**src/rtl/lsu_bus_ctrl.sv**
```systemverilog
// Load/store unit bus controller: one outstanding request mapped onto a Wishbone classic cycle.
// Optional bus watchdog enabled by defining LSU_BUS_TIMEOUT_EN.
module lsu_bus_ctrl #(
  parameter int unsigned TIMEOUT_CYCLES = 255
) (
  input  logic        clk_i,
  input  logic        rst_ni,
  // Pipeline request
  input  logic        req_valid_i,
  output logic        req_ready_o,
  input  logic        req_we_i,
  input  logic [31:0] req_addr_i,
  input  logic [31:0] req_data_i,
  input  logic [3:0]  req_sel_i,
  input  logic        req_mis_i,
  input  logic        kill_i,
  // Pipeline response
  output logic        resp_valid_o,
  output logic [31:0] resp_data_o,
  output logic        resp_err_o,
  output logic        resp_mis_o,
  output logic        resp_tmo_o,
  // Wishbone master
  output logic        wb_cyc_o,
  output logic        wb_stb_o,
  output logic        wb_we_o,
  output logic [31:0] wb_adr_o,
  output logic [31:0] wb_dat_o,
  output logic [3:0]  wb_sel_o,
  input  logic [31:0] wb_dat_i,
  input  logic        wb_ack_i,
  input  logic        wb_err_i
);

  typedef enum logic [1:0] {StIdle, StBus, StAbort, StResp} state_e;

  state_e      state_q, state_d;
  logic        we_q, we_d;
  logic [29:0] adr_q, adr_d;
  logic [31:0] dat_q, dat_d;
  logic [3:0]  sel_q, sel_d;
  logic [31:0] rdata_q, rdata_d;
  logic        err_q, err_d;
  logic        mis_q, mis_d;
  logic        tmo_q, tmo_d;

  logic        in_cycle;
  logic        accept_bus;
  logic        tmo_hit;
  logic        bus_done;

  // The bus only sees word addresses; byte offset is already folded into sel.
  logic unused_addr_lsb;
  assign unused_addr_lsb = ^req_addr_i[1:0];

  assign in_cycle   = (state_q == StBus) || (state_q == StAbort);
  assign accept_bus = (state_q == StIdle) && req_valid_i && !kill_i && !req_mis_i;
  assign bus_done   = wb_ack_i || wb_err_i || tmo_hit;

`ifdef LSU_BUS_TIMEOUT_EN
  logic [9:0] cnt_q, cnt_d;

  // cnt_q counts completed wait cycles, so the last permitted cycle sees TIMEOUT_CYCLES-1.
  assign tmo_hit = in_cycle && (cnt_q == 10'(TIMEOUT_CYCLES - 1));

  always_comb begin
    cnt_d = cnt_q;
    if (in_cycle) begin
      cnt_d = cnt_q + 10'd1;
    end else if (accept_bus) begin
      cnt_d = '0;
    end
  end

  always_ff @(posedge clk_i or negedge rst_ni) begin
    if (!rst_ni) begin
      cnt_q <= '0;
    end else begin
      cnt_q <= cnt_d;
    end
  end
`else
  logic [9:0] unused_timeout_cycles;
  assign unused_timeout_cycles = 10'(TIMEOUT_CYCLES);
  assign tmo_hit = 1'b0;
`endif

  always_comb begin
    state_d = state_q;
    we_d    = we_q;
    adr_d   = adr_q;
    dat_d   = dat_q;
    sel_d   = sel_q;
    rdata_d = rdata_q;
    err_d   = err_q;
    mis_d   = mis_q;
    tmo_d   = tmo_q;

    unique case (state_q)
      StIdle: begin
        if (req_valid_i && !kill_i) begin
          err_d = 1'b0;
          tmo_d = 1'b0;
          mis_d = req_mis_i;
          if (req_mis_i) begin
            state_d = StResp;
          end else begin
            we_d    = req_we_i;
            adr_d   = req_addr_i[31:2];
            dat_d   = req_data_i;
            sel_d   = req_sel_i;
            state_d = StBus;
          end
        end
      end
      StBus: begin
        if (bus_done) begin
          // A flush landing on the completing cycle still discards the response.
          state_d = kill_i ? StIdle : StResp;
          err_d   = wb_err_i || (tmo_hit && !wb_ack_i);
          tmo_d   = tmo_hit && !wb_ack_i && !wb_err_i;
          if (wb_ack_i && !wb_err_i && !we_q && !kill_i) begin
            rdata_d = wb_dat_i;
          end
        end else if (kill_i) begin
          state_d = StAbort;
        end
      end
      StAbort: begin
        if (bus_done) begin
          state_d = StIdle;
        end
      end
      StResp: begin
        state_d = StIdle;
      end
      default: begin
        state_d = StIdle;
      end
    endcase
  end

  always_ff @(posedge clk_i or negedge rst_ni) begin
    if (!rst_ni) begin
      state_q <= StIdle;
      we_q    <= 1'b0;
      adr_q   <= '0;
      dat_q   <= '0;
      sel_q   <= '0;
      rdata_q <= '0;
      err_q   <= 1'b0;
      mis_q   <= 1'b0;
      tmo_q   <= 1'b0;
    end else begin
      state_q <= state_d;
      we_q    <= we_d;
      adr_q   <= adr_d;
      dat_q   <= dat_d;
      sel_q   <= sel_d;
      rdata_q <= rdata_d;
      err_q   <= err_d;
      mis_q   <= mis_d;
      tmo_q   <= tmo_d;
    end
  end

  assign req_ready_o  = (state_q == StIdle);

  assign resp_valid_o = (state_q == StResp) && !kill_i;
  assign resp_data_o  = rdata_q;
  assign resp_err_o   = err_q;
  assign resp_mis_o   = mis_q;
  assign resp_tmo_o   = tmo_q;

  // cyc/stb decode straight from state so reset drops them without waiting for a clock.
  assign wb_cyc_o = in_cycle;
  assign wb_stb_o = in_cycle;
  assign wb_we_o  = we_q;
  assign wb_adr_o = {adr_q, 2'b00};
  assign wb_dat_o = dat_q;
  assign wb_sel_o = sel_q;

endmodule

```
**config.mk**
```make
export PLATFORM = sky130hd
export DESIGN_NAME = lsu_bus_ctrl
export DESIGN_NICKNAME = d
export VERILOG_FILES = /design/src/rtl/lsu_bus_ctrl.sv
export SDC_FILE = /design/constraint.sdc
export NUM_CORES = 1
export LEC_CHECK = 0
export CAP_MARGIN = 30
export CORE_MARGIN = 2
export CORE_UTILIZATION = 40
export CTS_BUF_LIST = sky130_fd_sc_hd__clkbuf_4 sky130_fd_sc_hd__clkbuf_8
export DETAILED_ROUTE_END_ITERATION = 10
export PLACE_DENSITY = 0.87
export SETUP_SLACK_MARGIN = 0.3
export SLEW_MARGIN = 40
export SYNTH_ARGS = -nofsm -noshare
export SYNTH_HDL_FRONTEND = slang
export SYNTH_SLANG_ARGS = --single-unit
```
**constraint.sdc**
```tcl
create_clock -name clk_i -period 2.35 [get_ports clk_i]
set_input_delay 0.235 -clock clk_i [delete_from_list [all_inputs] [get_ports clk_i]]
set_output_delay 0.235 -clock clk_i [all_outputs]
set_load 0.01 [all_outputs]
```
==> results.sh <==
export IMPL_status="complete, no violations"
export IMPL_syn_inst=246
export IMPL_p_leak_nw=2.836
export IMPL_wl_per_cell_um=16.42
export IMPL_synth_top_family_by_area="multiplexers"
export IMPL_die_w_um=106.7
export IMPL_synth_adder_area_share=0.01185
export IMPL_relSlewSlack=0.5981
export IMPL_synth_mux_area_frac=0.3004
export IMPL_hold_viol=0
export IMPL_first_pass_iters=4
export IMPL_critical_path_class="reg -> out"
export IMPL_tightestPinTransition_ns=0.6028
export IMPL_port_buffers=210
export IMPL_rsz0062_at_grt="no"
export IMPL_period_needed_ns=1.938
export IMPL_postCtsSetupRepairBufs=0
export IMPL_grt_antenna_before_repair=0
export IMPL_overflow=0
export IMPL_fp_dieH_um=106.7
export IMPL_crit_path_end_kind="output pin"
export IMPL_crit_fanout=4
export IMPL_worst_endpoint_arrival_ns=1.70
export IMPL_fin_ws_ns=0.4124
export IMPL_max_freq_mhz=516.1
export IMPL_design_die_area_sq_um=11390
export IMPL_finalWeightedCongestion=0.7649
export IMPL_avgViaCountPerCell=4.630
export IMPL_cts_made_buffers=9
export IMPL_yosysSeqAreaShare=0.6104
export IMPL_track_usage=0.1717
export IMPL_ff_latch_area_sq_um=2577
export IMPL_synth_cell_types=21
export IMPL_cts_buffer_depth=2
export IMPL_finalSetupViolCount=0
export IMPL_avgSynthCellArea_sq_um=17.17
export IMPL_drt_antenna_violating_nets=0
export IMPL_mappedNetlistArea_sq_um=4223
export IMPL_fin_nets=571
export IMPL_hold_path_class="in -> async"
export IMPL_ys_ff_latch=103
export IMPL_cts_sinks=103
export IMPL_htree_levels=3
export IMPL_r2r_cells=5
export IMPL_final_setup_tns_ns=0
export IMPL_yosys_warnings=0
export IMPL_maxSlewViolCount=0
export IMPL_cap_violations=0
export IMPL_finalClockSkew_ns=0.007093
export IMPL_ios=216
export IMPL_core_area_sq_um=10280
export IMPL_synth_compound_area_frac=0.01481
export IMPL_pre_cts_ws_ns=0.3777
export IMPL_multi_input_area_sq_um=1475
export IMPL_drtIter0Drc=79
export IMPL_fillers=797
export IMPL_cts_root_buf="clkbuf_8"
export IMPL_max_vdd_ir_drop_mv=0.6720
export IMPL_tritoncts="built"
export IMPL_yosys_area_share_simple=0.01896
export IMPL_grt_max_degree=59
export IMPL_vias=2778
export IMPL_antenna_cells=0
export IMPL_wl_um=9849
export IMPL_route_detailed_drc=0
export IMPL_fin_crit_sh=0.8245
export IMPL_clk_pin_slew_ns=0.09
export IMPL_dpl_hpwl_um=7515
export IMPL_cp_required_ns=2.12
export IMPL_first_global_vias=2942
export IMPL_area_growth_pct=56.41
export IMPL_grt_pass1_wl_um=15080
export IMPL_initial_core_util=0.4109
export IMPL_clkLatencyLatePin_ns=0.35
export IMPL_rows=37
export IMPL_drive_above_1_share=0.2759
export IMPL_power_density_nw_per_um2=1233
export IMPL_synth_xor_area_frac=0
export IMPL_cp_start_kind="register"
## layout by cell type (no fill, tap or decap), drive strengths merged
master / instances
clkdlybuf4s50: 209
dfrtp: 103
mux2: 102
clkbuf: 12
o21ai: 5
inv: 5
ha: 4
buf: 4
conb: 3
nor2: 3
nand2: 2
a22o: 2
and2b: 2
o31ai: 2
nand3b: 1
nand3: 1
bufinv: 1
clkinvlp: 1
clkinv: 1
dlygate4sd3: 1
## layout make-up
type | count | area share
clock buffers | 12 | 0.02406
well taps | 136 | 0.02576
repair buffers | 214 | 0.3266
multi-input cells | 127 | 0.2233
clock inverters | 4 | 0.007767
inverters | 4 | 0.002273
flip-flops and latches | 103 | 0.3902
## worst paths after layout
| check | startpoint | end | slack [ns] |
|---|---|---|---|
| worst max-delay path | state_q[0] | wb_stb_o | 0.41 |
| worst max register to register | state_q[1] | resp_data_o[0] | 0.47 |
| min in group clk_i | req_addr_i[9] | adr_q[7] | 0.49 |
| worst min-delay path | rst_ni | wb_dat_o[12] | 0.42 |
| max in group asynchronous | rst_ni | wb_dat_o[28] | 1.19 |
| worst min register to register | resp_data_o[1] | resp_data_o[1] | 0.51 |
## critical path, stage by stage (launching register included)
cell             delay, ns
dfrtp_1               0.41
inv_1                 0.09
ha_2                  0.33
clkdlybuf4s50_1       0.53
## routing by layer
layer  track usage  routed length, um  up-vias
li1              -                  -     1272
met1        0.1937               3744     1375
met2        0.3121               5218      117
met3       0.04802                723       14
met4       0.05659                161        0
met5             0                  0        -
## metrics by stage
stage | utilization | instances | hold WS (ns) | total power, mW | cell area, sq um
final | 0.6427 | 600 | 0.4192 | 8.142 | 6605
after global routing | 0.6427 | 600 | 0.4617 | 8.605 | 6605
after CTS | 0.6424 | 600 | 0.4359 | 8.238 | 6603
after detailed placement | 0.6210 | 583 | 0.2839 | 7.060 | 6382
after global placement | 0.6210 | 583 | 0.2745 | 6.918 | 6382
after floorplan | - | 248 | -0.06059 | 4.785 | 4230
## logic make-up (layout without fill, tap and decap cells)
group,count (synthesis),after routing
buffers and inverters,18,234
AOI/OAI and AO/OA,9,9
adders and majority gates,4,4
muxes,102,102
DFF,103,103
and+or+nand+nor,9,9
other,1,3
## report_power, final
part	switching (mW)	internal, mW
logic	1.33	2.56
registers	0.462	2.64
clock network	0.583	0.566
total	2.37	5.77
## state kept, by name, indices dropped and copies added (netlist names)
signal	flops
resp_data_o	32
wb_dat_o	32
adr_q	30
wb_sel_o	4
state_q	2
resp_err_o	1
resp_mis_o	1
wb_we_o	1
## synthesized netlist by cell type
master	instances	area [sq um]
nand3b_4	1	20.02
mux2_4	32	480.5
nor2_1	2	7.510
and2b_1	1	7.510
clkbuf_8	3	41.29
ha_1	4	50.05
nor2_4	1	11.26
and2b_2	1	8.760
o21ai_0	5	25.02
buf_6	1	11.26
o31ai_1	1	7.510
o31ai_2	1	12.51
nand2_1	2	7.510
buf_12	3	60.06
nand3_4	1	17.52
conb_1	1	3.750
mux2_2	70	788.3
a22o_1	2	17.52
inv_1	4	15.01
dfrtp_1	103	2577
buf_4	7	52.55
## repair_timing
| item | CTS | global route |
|---|---|---|
| gates resized for setup | 0 | 1 |
| endpoints found under the hold margin | 45 | 0 |
| endpoints found under the setup margin | 0 | 1 |
| hold buffers | 1 | 0 |
Note: power is estimated with default switching activity, not from simulation.
